--- config.mk ---
export PLATFORM = sky130hd
export DESIGN_NAME = parity_frame_tx_flat
export DESIGN_NICKNAME = d
export VERILOG_FILES = /design/src/rtl/parity_frame_tx_if.sv /design/src/rtl/parity_frame_tx.sv /design/src/flat_wrapper.sv
export SDC_FILE = /design/constraint.sdc
export NUM_CORES = 1
export LEC_CHECK = 0
export ABC_AREA = 1
export CORE_UTILIZATION = 61
export CTS_BUF_LIST = sky130_fd_sc_hd__clkbuf_2 sky130_fd_sc_hd__clkbuf_4 sky130_fd_sc_hd__clkbuf_8
export DETAILED_ROUTE_END_ITERATION = 6
export PLACE_DENSITY = 0.95
export SYNTH_ARGS = -nofsm -noshare
export SYNTH_HDL_FRONTEND = slang
export SYNTH_SLANG_ARGS = --single-unit
--- constraint.sdc ---
create_clock -name clk -period 4.76 [get_ports clk]
set_clock_uncertainty 0.05 [all_clocks]
set_input_delay 0.714 -clock clk [delete_from_list [all_inputs] [get_ports clk]]
set_output_delay 0.714 -clock clk [all_outputs]
set_load 0.02 [all_outputs]
--- src/rtl/parity_frame_tx_if.sv ---
// Handshake and serial-line bundle for the parity framing transmitter.
// The upstream producer uses the master view; the transmitter uses the slave view.
interface parity_frame_tx_if #(
    parameter int DATA_W = 8
);
    logic [DATA_W-1:0] data_in;
    logic              odd_sel;
    logic              in_valid;
    logic              in_ready;
    logic              tx_out;
    logic              busy;
    logic              frame_done;

    modport master (
        output data_in,
        output odd_sel,
        output in_valid,
        input  in_ready,
        input  tx_out,
        input  busy,
        input  frame_done
    );

    modport slave (
        input  data_in,
        input  odd_sel,
        input  in_valid,
        output in_ready,
        output tx_out,
        output busy,
        output frame_done
    );
endinterface

--- src/rtl/parity_frame_tx.sv ---
// Serial frame transmitter: START(0), DATA_W data bits LSB first, a parity bit
// (even or odd, chosen per word), then STOP(1).  Every frame bit lasts
// CLKS_PER_BIT clocks.  All outputs come straight from flops; they are
// computed from the next state so that tx_out shows the START level on the
// very first cycle after a word is accepted.
module parity_frame_tx #(
    parameter int DATA_W       = 8,
    parameter int CLKS_PER_BIT = 4
) (
    input  logic             clk,
    input  logic             rst_n,
    parity_frame_tx_if.slave bus
);
    localparam int CNT_W = (CLKS_PER_BIT > 1) ? $clog2(CLKS_PER_BIT) : 1;
    localparam int IDX_W = (DATA_W > 1) ? $clog2(DATA_W) : 1;
    localparam logic [CNT_W-1:0] CNT_LAST = CNT_W'(CLKS_PER_BIT - 1);
    localparam logic [IDX_W-1:0] IDX_LAST = IDX_W'(DATA_W - 1);

    typedef enum logic [2:0] {
        IDLE,
        START,
        DATA,
        PARITY,
        STOP
    } state_t;

    state_t            state, state_n;
    logic [CNT_W-1:0]  bit_cnt, bit_cnt_n;
    logic [IDX_W-1:0]  bit_idx, bit_idx_n;
    logic [DATA_W-1:0] word, word_n;
    logic              parity, parity_n;

    logic              tx_q, tx_n;
    logic              busy_q, busy_n;
    logic              ready_q, ready_n;
    logic              done_q, done_n;

    logic              accept;
    logic              bit_end;

    // A word is taken only when we are advertising ready; the bit period ends on the last count.
    assign accept  = bus.in_valid && ready_q;
    assign bit_end = (bit_cnt == CNT_LAST);

    assign bus.in_ready   = ready_q;
    assign bus.tx_out     = tx_q;
    assign bus.busy       = busy_q;
    assign bus.frame_done = done_q;

    // Next-state logic: walk START -> DATA -> PARITY -> STOP, advancing on each bit-period boundary.
    always_comb begin
        state_n   = state;
        bit_cnt_n = bit_cnt;
        bit_idx_n = bit_idx;
        word_n    = word;
        parity_n  = parity;
        done_n    = 1'b0;

        case (state)
            IDLE: begin
                if (accept) begin
                    state_n   = START;
                    bit_cnt_n = '0;
                    bit_idx_n = '0;
                    word_n    = bus.data_in;
                    parity_n  = (^bus.data_in) ^ bus.odd_sel;
                end
            end
            START: begin
                if (bit_end) begin
                    state_n   = DATA;
                    bit_cnt_n = '0;
                    bit_idx_n = '0;
                end else begin
                    bit_cnt_n = bit_cnt + CNT_W'(1);
                end
            end
            DATA: begin
                if (bit_end) begin
                    bit_cnt_n = '0;
                    if (bit_idx == IDX_LAST) begin
                        state_n = PARITY;
                    end else begin
                        bit_idx_n = bit_idx + IDX_W'(1);
                    end
                end else begin
                    bit_cnt_n = bit_cnt + CNT_W'(1);
                end
            end
            PARITY: begin
                if (bit_end) begin
                    state_n   = STOP;
                    bit_cnt_n = '0;
                end else begin
                    bit_cnt_n = bit_cnt + CNT_W'(1);
                end
            end
            STOP: begin
                if (bit_end) begin
                    state_n   = IDLE;
                    bit_cnt_n = '0;
                    bit_idx_n = '0;
                    word_n    = '0;
                    parity_n  = 1'b0;
                    done_n    = 1'b1;
                end else begin
                    bit_cnt_n = bit_cnt + CNT_W'(1);
                end
            end
            default: begin
                state_n   = IDLE;
                bit_cnt_n = '0;
                bit_idx_n = '0;
                word_n    = '0;
                parity_n  = 1'b0;
            end
        endcase
    end

    // Output decode from the upcoming state so the registered line level lines up with that state.
    always_comb begin
        tx_n    = 1'b1;
        busy_n  = (state_n != IDLE);
        ready_n = (state_n == IDLE);

        case (state_n)
            START:   tx_n = 1'b0;
            DATA:    tx_n = word_n[bit_idx_n];
            PARITY:  tx_n = parity_n;
            default: tx_n = 1'b1;
        endcase
    end

    // State, counters, latched word and registered outputs; reset aborts any frame and holds the line idle.
    always_ff @(posedge clk) begin
        if (!rst_n) begin
            state   <= IDLE;
            bit_cnt <= '0;
            bit_idx <= '0;
            word    <= '0;
            parity  <= 1'b0;
            tx_q    <= 1'b1;
            busy_q  <= 1'b0;
            ready_q <= 1'b0;
            done_q  <= 1'b0;
        end else begin
            state   <= state_n;
            bit_cnt <= bit_cnt_n;
            bit_idx <= bit_idx_n;
            word    <= word_n;
            parity  <= parity_n;
            tx_q    <= tx_n;
            busy_q  <= busy_n;
            ready_q <= ready_n;
            done_q  <= done_n;
        end
    end

endmodule

--- src/flat_wrapper.sv ---
// flat-port wrapper written by rule: the top's interface ports become plain ports
module parity_frame_tx_flat 
#(
    parameter int DATA_W       = 8,
    parameter int CLKS_PER_BIT = 4
)
  (clk, rst_n, bus_data_in, bus_odd_sel, bus_in_valid, bus_in_ready, bus_tx_out, bus_busy, bus_frame_done);
  parity_frame_tx_if #(.DATA_W(DATA_W)) bus_i ();
  input  logic clk;
  input  logic rst_n;
  input wire logic [$bits(bus_i.data_in)-1:0] bus_data_in;
  input wire logic [$bits(bus_i.odd_sel)-1:0] bus_odd_sel;
  input wire logic [$bits(bus_i.in_valid)-1:0] bus_in_valid;
  output wire logic [$bits(bus_i.in_ready)-1:0] bus_in_ready;
  output wire logic [$bits(bus_i.tx_out)-1:0] bus_tx_out;
  output wire logic [$bits(bus_i.busy)-1:0] bus_busy;
  output wire logic [$bits(bus_i.frame_done)-1:0] bus_frame_done;
  assign bus_i.data_in = bus_data_in;
  assign bus_i.odd_sel = bus_odd_sel;
  assign bus_i.in_valid = bus_in_valid;
  assign bus_in_ready = bus_i.in_ready;
  assign bus_tx_out = bus_i.tx_out;
  assign bus_busy = bus_i.busy;
  assign bus_frame_done = bus_i.frame_done;
  parity_frame_tx #(.DATA_W(DATA_W), .CLKS_PER_BIT(CLKS_PER_BIT)) u_core (.clk(clk), .rst_n(rst_n), .bus(bus_i));
endmodule
==> impl_metrics.env <==
export IMPL_grt_pass1_wl_um=5850
export IMPL_slew_violations=0
export IMPL_cp_end_kind="flip-flop"
export IMPL_hpwl_um=2420
export IMPL_rrSetupSlack_ns=2.56
export IMPL_layout_drive_gt1_share_pct=7.09
export IMPL_critical_path_class="in -> reg"
export IMPL_drt_total_wl_um=3300
export IMPL_synth_top_family_by_area="simple AND/OR/NAND/NOR gates"
export IMPL_fin_crit_ns=2.28
export IMPL_syn_instance_count=242
export IMPL_synth_compound_area_share_pct=12.0
export IMPL_fmax_mhz=439
export IMPL_maxSlewHeadroom_pct=65.7
export IMPL_rsz0062_at_grt="false"
export IMPL_cts_resized=0
export IMPL_numCtsBuffers=3
export IMPL_dr_pass1_iters=5
export IMPL_first_global_vias=1434
export IMPL_die_h_um=50.5
export IMPL_grt_max_degree=20
export IMPL_switchingPower_mw=0.117
export IMPL_crit_family="simple AND/OR/NAND/NOR gates"
export IMPL_antenna_found_initial=0
export IMPL_postRouteAntennaNets=0
export IMPL_power_density_nw_per_um2=230
export IMPL_p_seq_share_pct=51.6
export IMPL_synth_top_area_share_pct=29.3
export IMPL_cts_sinks=21
export IMPL_start_kind="primary input"
export IMPL_final_nets=269
export IMPL_clkSlewWorstSetupHoldPaths_ns=0.12
export IMPL_clk_latency_ns=0.32
export IMPL_synthXorXnorAreaFrac_pct=3.06
export IMPL_vias_per_cell=5.41
export IMPL_synth_simple_gate_area_share_pct=45.7
export IMPL_fin_crit_sh_pct=47.9
export IMPL_post_cts_buffers=0
export IMPL_synth_cell_types=26
export IMPL_cts_max_path_buffers=2
export IMPL_root_buffer="clkbuf_4"
export IMPL_grt_ovfl_total=0
export IMPL_cts_tree="yes"
export IMPL_cp_cell_sequence="clkdlybuf4s50_1, nand2_1, inv_1, nand2_1, a21oi_1, nor2_1, o21ai_0, nand3_1, nand3b_1, nand3_1, nand2_1"
export IMPL_slowest_stage="clkdlybuf4s50_1"
export IMPL_groute_layer_met2_usage_pct=47.1
export IMPL_final_hold_violation_count=0
export IMPL_numPortBuffers=15
export IMPL_htree_levels=1
export IMPL_synth_seq_cells=21
export IMPL_busiest_layer="met2"
export IMPL_path_buf_inv=2
export IMPL_initialDrtViolationCount=76
export IMPL_fin_area_um2=1610
export IMPL_route_vias_total=1525
export IMPL_synth_fp_nets=256
export IMPL_synth_top_cells_by_area="dfxtp_1, nand2_1, nor2_1"
export IMPL_worstPathArrival_ns=2.50
export IMPL_cpMostUsedCell="nand2_1"
export IMPL_synthAdderAreaFrac_pct=1.75
export IMPL_cap_violations=0
export IMPL_rows=17
export IMPL_syn2layout_area_growth_pct=12.1
export IMPL_critical_path_max_stage_delay_ns=0.45
export IMPL_crit_required_ns=4.98
export IMPL_worst_pin_slew_ns=0.511
export IMPL_multiInputGateArea_um2=895
export IMPL_die_area_um2=2550
export IMPL_cts_hold_repair_buffers=0
export IMPL_use_met3_pct=6.67
export IMPL_placed_area_um2=1580
export IMPL_hold_slack_ns=0.431
export IMPL_yosysWarningCount=0
export IMPL_mostFrequentLayoutCell="nand2_1"
export IMPL_drc=0
export IMPL_tns_ns=0
export IMPL_synth_area_um2=1430
export IMPL_layout_common_cells="nand2_1, nor2_1, dfxtp_1, a21oi_1, nand3_1"
export IMPL_swShare_pct=31.8
export IMPL_yosysTopAreaCell="dfxtp_1"
export IMPL_power_leakage_nw=0.748
export IMPL_pwr_share_comb_pct=23.6
export IMPL_use_met1_pct=40.4
export IMPL_place_congestion=0.928
export IMPL_ioPinCount=16
export IMPL_p_int_mw=0.251
export IMPL_synthMuxAreaShare_pct=0
export IMPL_die_w_um=50.5
export IMPL_antenna_cells=0
export IMPL_synth_avg_cell_area_um2=5.92
export IMPL_wl_per_cell_um=11.7
export IMPL_regArea_um2=420
export IMPL_peakVddDrop_mv=0.203
export IMPL_cp_max_fo=14
export IMPL_initial_utilization_pct=64.8
export IMPL_p_clk_share_pct=24.8
export IMPL_hold_path_class="reg -> reg"
export IMPL_core_um2=2210
export IMPL_status="complete, no violations"
export IMPL_grt_use_total_pct=30.2
export IMPL_nFillCells=189
export IMPL_ys_seq_area_share_pct=29.3
export IMPL_setup_viol=0
cells in the mapped netlist:
master and count:
buf_4 1, xnor2_1 3, a21oi_1 16, xor2_1 2
inv_1 15, clkinv_1 2, nor3_2 1, inv_2 3
dfxtp_1 21, nand3_1 16, nor2_4 2, nand3b_1 2
ha_1 2, nand4_1 2, nand2_2 5, nor2_2 3
buf_2 4, o32ai_1 1, clkbuf_1 1, o21ai_0 10
o21ai_1 5, buf_6 1, nor2_1 34, nand2_1 87
a22oi_1 1, nor3_1 2
registers in the layout, summed over array words and instances, names as in the netlist:
signal                 flops
u_core.bus.tx_out          1
u_core.state               3
u_core.bus.frame_done      1
u_core.parity              1
u_core.word                8
u_core.bit_idx             3
u_core.bus.busy            1
u_core.bus.in_ready        1
u_core.bit_cnt             2
stage by stage:
stage | setup slack (ns) | util [%] | power [mW] | instances
6_report | 2.48 | 72.6 | 0.369 | 282
3_5_place_dp | 2.18 | 71.2 | 0.279 | 278
3_3_place_gp | 2.22 | 71.2 | 0.277 | 278
5_1_grt | 2.32 | 72.6 | 0.389 | 282
4_1_cts | 2.50 | 72.6 | 0.369 | 282
2_1_floorplan | 3.05 | - | 0.252 | 242
path summary, 6_finish.rpt:
| path | startpoint | depth (start not counted) | to |
|---|---|---|---|
| setup / recovery | bus_in_valid | 11 | u_core.bus.tx_out |
| hold / removal | u_core.bit_cnt[1] | 2 | u_core.bit_cnt[1] |
| setup reg to reg | u_core.bit_cnt[0] | 10 | u_core.bus.tx_out |
| hold reg to reg | u_core.bit_cnt[1] | 2 | u_core.bit_cnt[1] |
tightest hold or removal path, delay by kind of cell (launching register included):
family	cells	cell delay (ns)
AND/OR/NAND/NOR	1	0.06
flip-flops	1	0.34
AO/OA/AOI/OAI	1	0.05
cell type report:
cell class / count / area share [%]
Inverter: 20 / 4.68
Timing Repair Buffer: 15 / 9.35
Multi-Input combinational cell: 194 / 55.7
Clock buffer: 3 / 1.40
Sequential cell: 21 / 26.2
Tap cell: 28 / 2.18
Clock inverter: 1 / 0.468
logic make-up after synthesis:
family | count (synthesis)
and+or+nand+nor | 154
AOI/OAI and AO/OA | 33
buffers and inverters | 27
DFF | 21
xor gates and xnor gates | 5
adders and majority gates | 2
power by group through the flow:
stage | Combinational [mW] | Clock (mW) | Sequential, mW
after floorplan | 0.0559 | 0 | 0.196
after global placement | 0.0834 | 0 | 0.194
after detailed placement | 0.0853 | 0 | 0.194
after CTS | 0.0864 | 0.0924 | 0.190
after global routing | 0.0987 | 0.0993 | 0.191
final | 0.0868 | 0.0916 | 0.190
routing by layer:
| metal | wire length (um) | part of all wire (%) |
|---|---|---|
| met1 | 1540 | 47 |
| met2 | 1460 | 44 |
| met3 | 245 | 7.4 |
| met4 | 57 | 1.7 |
| met5 | 0 | 0 |
Note: power is estimated with default switching activity, not from simulation.
